<file path="config.mk">
export PLATFORM = sky130hd
export DESIGN_NAME = im_fetch
export DESIGN_NICKNAME = d
export VERILOG_FILES = /design/src/rtl/proc_pkg.sv /design/src/rtl/fetch_fifo.sv /design/src/rtl/im_fetch.sv
export SDC_FILE = /design/constraint.sdc
export NUM_CORES = 1
export LEC_CHECK = 0
export CORE_MARGIN = 2
export CORE_UTILIZATION = 35
export DETAILED_ROUTE_END_ITERATION = 7
export DONT_BUFFER_PORTS = 1
export GPL_ROUTABILITY_DRIVEN = 0
export PLACE_DENSITY = 0.45
export SETUP_SLACK_MARGIN = 0.1
export SYNTH_ARGS = -nofsm -noshare
export SYNTH_HDL_FRONTEND = slang
export SYNTH_SLANG_ARGS = --single-unit
</file>
<file path="constraint.sdc">
create_clock -name CLK -period 5.3 [get_ports CLK]
set_input_delay 1.06 -clock CLK [delete_from_list [all_inputs] [get_ports CLK]]
set_output_delay 1.06 -clock CLK [all_outputs]
set_load 0.05 [all_outputs]
</file>
<file path="src/rtl/proc_pkg.sv">
// ============================================================================
// proc_pkg : shared widths, fetch types and reset defaults for the front end
// Rev 1.0
// ============================================================================
`default_nettype none

package proc_pkg;

    localparam int ADDR_W  = 8;
    localparam int DATA_W  = 8;
    localparam int ENTRY_W = ADDR_W + DATA_W;

    typedef logic [ADDR_W-1:0] pc_t;
    typedef logic [DATA_W-1:0] instr_t;

    typedef struct packed {
        pc_t    pc;
        instr_t instr;
    } fetch_entry_t;

    localparam pc_t RESET_PC_DEFAULT = 8'h00;

    typedef enum logic [0:0] {
        ST_FETCH = 1'b0,
        ST_STALL = 1'b1
    } fetch_state_t;

endpackage

`default_nettype wire

</file>
<file path="src/rtl/fetch_fifo.sv">
// ============================================================================
// fetch_fifo : 2-entry shift FIFO of {pc, instr}; flush beats push/pop
// Rev 1.0
// ============================================================================
`default_nettype none

module fetch_fifo
    import proc_pkg::*;
(
    input  logic               clk,
    input  logic               rst_n,
    input  logic               push,
    input  logic               pop,
    input  logic               flush,
    input  logic [ENTRY_W-1:0] din,
    output logic               full,
    output logic               empty,
    output logic [ENTRY_W-1:0] head
);

    fetch_entry_t e0_q, e0_d;
    fetch_entry_t e1_q, e1_d;
    logic [1:0]   cnt_q, cnt_d;
    logic         w_pop_ok;
    logic         w_push_ok;

    assign full  = (cnt_q == 2'd2);
    assign empty = (cnt_q == 2'd0);
    assign head  = e0_q;

    assign w_pop_ok  = pop && !empty;
    assign w_push_ok = push && (!full || w_pop_ok);

    // Entry 0 is always the head; it is left untouched when the FIFO drains
    // so the head outputs keep showing the last instruction.
    always_comb begin
        e0_d  = e0_q;
        e1_d  = e1_q;
        cnt_d = cnt_q;
        if (flush) begin
            cnt_d = 2'd0;
        end else begin
            case ({w_push_ok, w_pop_ok})
                2'b10: begin
                    if (cnt_q == 2'd0) begin
                        e0_d  = din;
                        cnt_d = 2'd1;
                    end else begin
                        e1_d  = din;
                        cnt_d = 2'd2;
                    end
                end
                2'b01: begin
                    if (cnt_q == 2'd2) begin
                        e0_d = e1_q;
                    end
                    cnt_d = cnt_q - 2'd1;
                end
                2'b11: begin
                    if (cnt_q == 2'd2) begin
                        e0_d = e1_q;
                        e1_d = din;
                    end else begin
                        e0_d = din;
                    end
                end
                default: ;
            endcase
        end
    end

    always_ff @(posedge clk or negedge rst_n) begin
        if (!rst_n) begin
            e0_q  <= '0;
            e1_q  <= '0;
            cnt_q <= 2'd0;
        end else begin
            e0_q  <= e0_d;
            e1_q  <= e1_d;
            cnt_q <= cnt_d;
        end
    end

endmodule

`default_nettype wire

</file>
<file path="src/rtl/im_fetch.sv">
// ============================================================================
// im_fetch : instruction fetch unit driving the IM read bus, with prefetch
// Rev 1.0
// ============================================================================
`default_nettype none

module im_fetch
    import proc_pkg::*;
#(
    parameter int                     ADDR_W      = proc_pkg::ADDR_W,
    parameter int                     DATA_W      = proc_pkg::DATA_W,
    parameter int                     WAIT_CYCLES = 1,
    parameter logic [ADDR_W-1:0]      RESET_PC    = proc_pkg::RESET_PC_DEFAULT
)
(
    input  logic              CLK,
    input  logic              RST_N,
    output logic [ADDR_W-1:0] ABUS,
    input  logic [DATA_W-1:0] DATABUS,
    output logic [DATA_W-1:0] INSTR,
    output logic [ADDR_W-1:0] PC_OUT,
    output logic              INSTR_VALID,
    input  logic              INSTR_READY,
    input  logic              BR_TAKEN,
    input  logic [ADDR_W-1:0] BR_TARGET
);

    localparam logic [3:0]        WCNT_RELOAD = 4'(WAIT_CYCLES - 1);
    localparam logic [ADDR_W-1:0] PC_INC      = 1;

    logic [ADDR_W-1:0] abus_q, abus_d;
    logic [3:0]        wcnt_q, wcnt_d;
    fetch_state_t      state_q, state_d;

    logic              w_push;
    logic              w_pop;
    logic              w_space;
    logic              w_full;
    logic              w_empty;
    fetch_entry_t      w_push_entry;
    fetch_entry_t      w_head;
    logic [ENTRY_W-1:0] w_head_raw;

    assign INSTR_VALID = !w_empty;
    assign ABUS        = abus_q;
    assign INSTR       = w_head.instr;
    assign PC_OUT      = w_head.pc;
    assign w_head      = w_head_raw;

    // A redirect kills the head, so decode's handshake in that cycle is void.
    assign w_pop        = INSTR_VALID && INSTR_READY && !BR_TAKEN;
    assign w_space      = !w_full || w_pop;
    assign w_push_entry = '{pc: abus_q, instr: DATABUS};

    always_comb begin
        abus_d  = abus_q;
        wcnt_d  = wcnt_q;
        state_d = state_q;
        w_push  = 1'b0;
        if (BR_TAKEN) begin
            abus_d  = BR_TARGET;
            wcnt_d  = WCNT_RELOAD;
            state_d = ST_FETCH;
        end else if (state_q == ST_FETCH && wcnt_q != 4'd0) begin
            wcnt_d = wcnt_q - 4'd1;
        end else if (w_space) begin
            // STALL held ABUS steady, so DATABUS is already settled here.
            w_push  = 1'b1;
            abus_d  = abus_q + PC_INC;
            wcnt_d  = WCNT_RELOAD;
            state_d = ST_FETCH;
        end else begin
            state_d = ST_STALL;
        end
    end

    always_ff @(posedge CLK or negedge RST_N) begin
        if (!RST_N) begin
            abus_q  <= RESET_PC;
            wcnt_q  <= WCNT_RELOAD;
            state_q <= ST_FETCH;
        end else begin
            abus_q  <= abus_d;
            wcnt_q  <= wcnt_d;
            state_q <= state_d;
        end
    end

    fetch_fifo u_fifo (
        .clk   (CLK),
        .rst_n (RST_N),
        .push  (w_push),
        .pop   (w_pop),
        .flush (BR_TAKEN),
        .din   (w_push_entry),
        .full  (w_full),
        .empty (w_empty),
        .head  (w_head_raw)
    );

endmodule

`default_nettype wire

</file>
==> reports/metrics.yaml <==
routing:
  vias: 1549
  wire_per_inst_um: 18.6
  drc_errors: 2
  dr.first_iter.drc_count: 112
  final_antenna_net_count: 0
  dr.pass1.iters: 6
  viasPerCell: 5.65
  wl_um: 5090
cts:
  postCtsSetupRepairBufs: 0
  h-tree-depth: 2
  insertion_delay_ps: 300
  numCtsBuffers: 5
  ctsResizeCount: 0
  cts_hold_buf: 0
  clockBufferDepth: 2
  cts_tree: "built"
  clk_pin_slew_ps: 100
  clock-sinks: 47
  cts_root_buf: "clkbuf_8"
grt:
  grt_antenna_before_repair: 0
  overflow: 0
  grt_pass1_vias: 1690
  grt_pass1_wl_um: 8480
  grt_max_degree: 48
  grt_usage_pct: 14.6
floorplanning:
  die_y_um: 85.9
  io_pins: 45
  die-area_um2: 7370
  rows: 29
  start_util_pct: 36.5
  die_x_um: 85.9
  coreArea_um2: 6420
run_status:
  violations: "design-rule violations"
  status: "finished with violations"
worst_setup_path:
  cp.buffers_inverters: 1
  critPathKind: "reg2reg"
  cp_max_fo: 16
  critPathSlowestCell: "nor4_4"
  crit_chain: "inv_1, ha_1, nor3b_4, nor2_2, nor4_4, mux2_2"
  critPathTopFamily: "simple AND/OR/NAND/NOR gates"
  cp-end-kind: "register"
  worstPathArrival_ps: 2800
  cp-start-kind: "register"
  slowest_delay_ps: 910
  required_ps: 5490
cells_and_area:
  fin_area_um2: 2490
  nets: 221
  fillers: 601
  fin_util_pct: 38.7
  area_growth_pct: 6.08
  register_area_um2: 1180
  final_cells: 274
  diodes: 0
  multiInputGateArea_um2: 1080
  drive_gt1_share_pct: 20.3
placement:
  dpl_worst_slack_ps: 2700
  placed_cells: 266
  place_area_um2: 2390
  port_buffers: 0
  hpwl_um: 3400
pwr:
  ir_drop_v: 0.000215
  p_leak_nw: 0.966
  p_per_area_nw_per_um2: 678
  power_mw: 1.69
synthesis:
  ys.warnings.count: 0
  synth.avg_cell_area_um2: 11.8
  yosys.area.top_type: "dfrtp_1"
  synth_cells: 199
  synthFlopType: "dfrtp_1"
  synthArstFlopShare_pct: 100
  yosysSeqAreaShare_pct: 50.2
  ys_seq_elements: 47
  synth_edf_count: 0
  synth_nets: 224
  synth.distinct_cells: 43
  synthTopCellsByArea: "dfrtp_1, mux2_2, o221a_1"
  synth_top_area_share_pct: 50.2
  synth_area_um2: 2340
sta:
  tightest_slew_ps: 1100
  slew_violations: 0
  fin_tns_setup_ps: 0
  hold_viol_final: 0
  setup_slack_ps: 2690
  setup_viol: 0
  fin_skew_ps: 7.61
  max_freq_ghz: 0.384
  layout_min_cycle_time_ps: 2610
  period_share_pct: 49.2
  max-slew-margin-rel_pct: 26.4
  rsz0062_at_grt: "false"
  hold-worst-slack_ps: 436
flow_run:
  drv_cap: 0
min_path:
  hold_class: "in2async"
worst paths after layout:
path,depth (start not counted),start,slack [ps],to
setup / recovery,6,wcnt_q[0]$_DFFE_PN0P_,2690,u_fifo.e1_q[0]$_DFFE_PN0P_
hold / removal,0,RST_N,440,wcnt_q[2]$_DFFE_PN0P_
setup reg to reg,6,wcnt_q[0]$_DFFE_PN0P_,2690,u_fifo.e1_q[0]$_DFFE_PN0P_
hold reg to reg,1,u_fifo.e1_q[9]$_DFFE_PN0P_,500,u_fifo.e1_q[9]$_DFFE_PN0P_
max in group asynchronous,0,RST_N,4770,u_fifo.e1_q[7]$_DFFE_PN0P_
min in group CLK,1,u_fifo.e1_q[9]$_DFFE_PN0P_,500,u_fifo.e1_q[9]$_DFFE_PN0P_
cell usage in the layout, fill, tap and decap left out, types with 4 or more instances in the layout:
cell type / synthesis / layout
or2b_1: 4 / 4
inv_1: 8 / 8
nor2b_1: 4 / 4
dfrtp_1: 47 / 47
o221a_1: 11 / 11
o21ai_0: 12 / 12
mux2_2: 16 / 16
clkbuf_8: 0 / 6
mux2i_1: 4 / 4
nand3_1: 5 / 5
o221a_2: 5 / 5
a21oi_1: 4 / 4
nand2_1: 13 / 13
ha_1: 5 / 5
nand2b_1: 14 / 14
cell families (layout without fill, tap and decap cells):
kind of cell	after synthesis	after routing	synth area share, %
AND/OR/NAND/NOR	59	59	15.7
flip-flops	47	47	50.2
AO/OA/AOI/OAI	46	46	16.9
multiplexers	20	20	9.39
buffers and inverters	19	17	4.06
adder cells (fa/ha/maj)	5	5	2.67
XOR/XNOR	3	3	1.12
layer usage:
layer / wire length (um) / track usage (%) / vias up
met5: 0 / 0 / -
met3: 336 / 5.39 / 6
met2: 2310 / 22.7 / 55
li1: - / - / 730
met1: 2390 / 19.2 / 758
met4: 44 / 4.33 / 0
flip-flops by register name (all words and copies together) (netlist names):
register	count
ABUS	8
state_q	1
u_fifo.cnt_q	2
u_fifo.e1_q	16
u_fifo.head	16
wcnt_q	4
power breakdown:
part | internal (mW) | switching [mW]
logic | 0.271 | 0.264
clock network | 0.107 | 0.129
registers | 0.509 | 0.408
cell type report:
| cell class | count | share of cell area, % |
|---|---|---|
| clock buffers | 6 | 3.32 |
| clock inverters | 2 | 0.654 |
| inverters | 8 | 1.21 |
| multi-input cells | 133 | 43.4 |
| flip-flops and latches | 47 | 47.3 |
| well taps | 77 | 3.87 |
| repair buffers | 1 | 0.302 |
synth_stat cells (3+ instances only):
master / instances
mux2i_1: 4
nor2b_1: 4
o221a_1: 11
buf_2: 4
nand2_1: 13
o21ai_0: 12
dfrtp_1: 47
nor2_1: 3
a21oi_1: 4
o221a_2: 5
nand3_1: 5
ha_1: 5
mux2_2: 16
xor2_1: 3
nand2b_1: 14
inv_1: 8
or4_1: 3
clkbuf_1: 3
a22oi_1: 3
or2b_1: 4
Power figures use the tool's default switching activity.
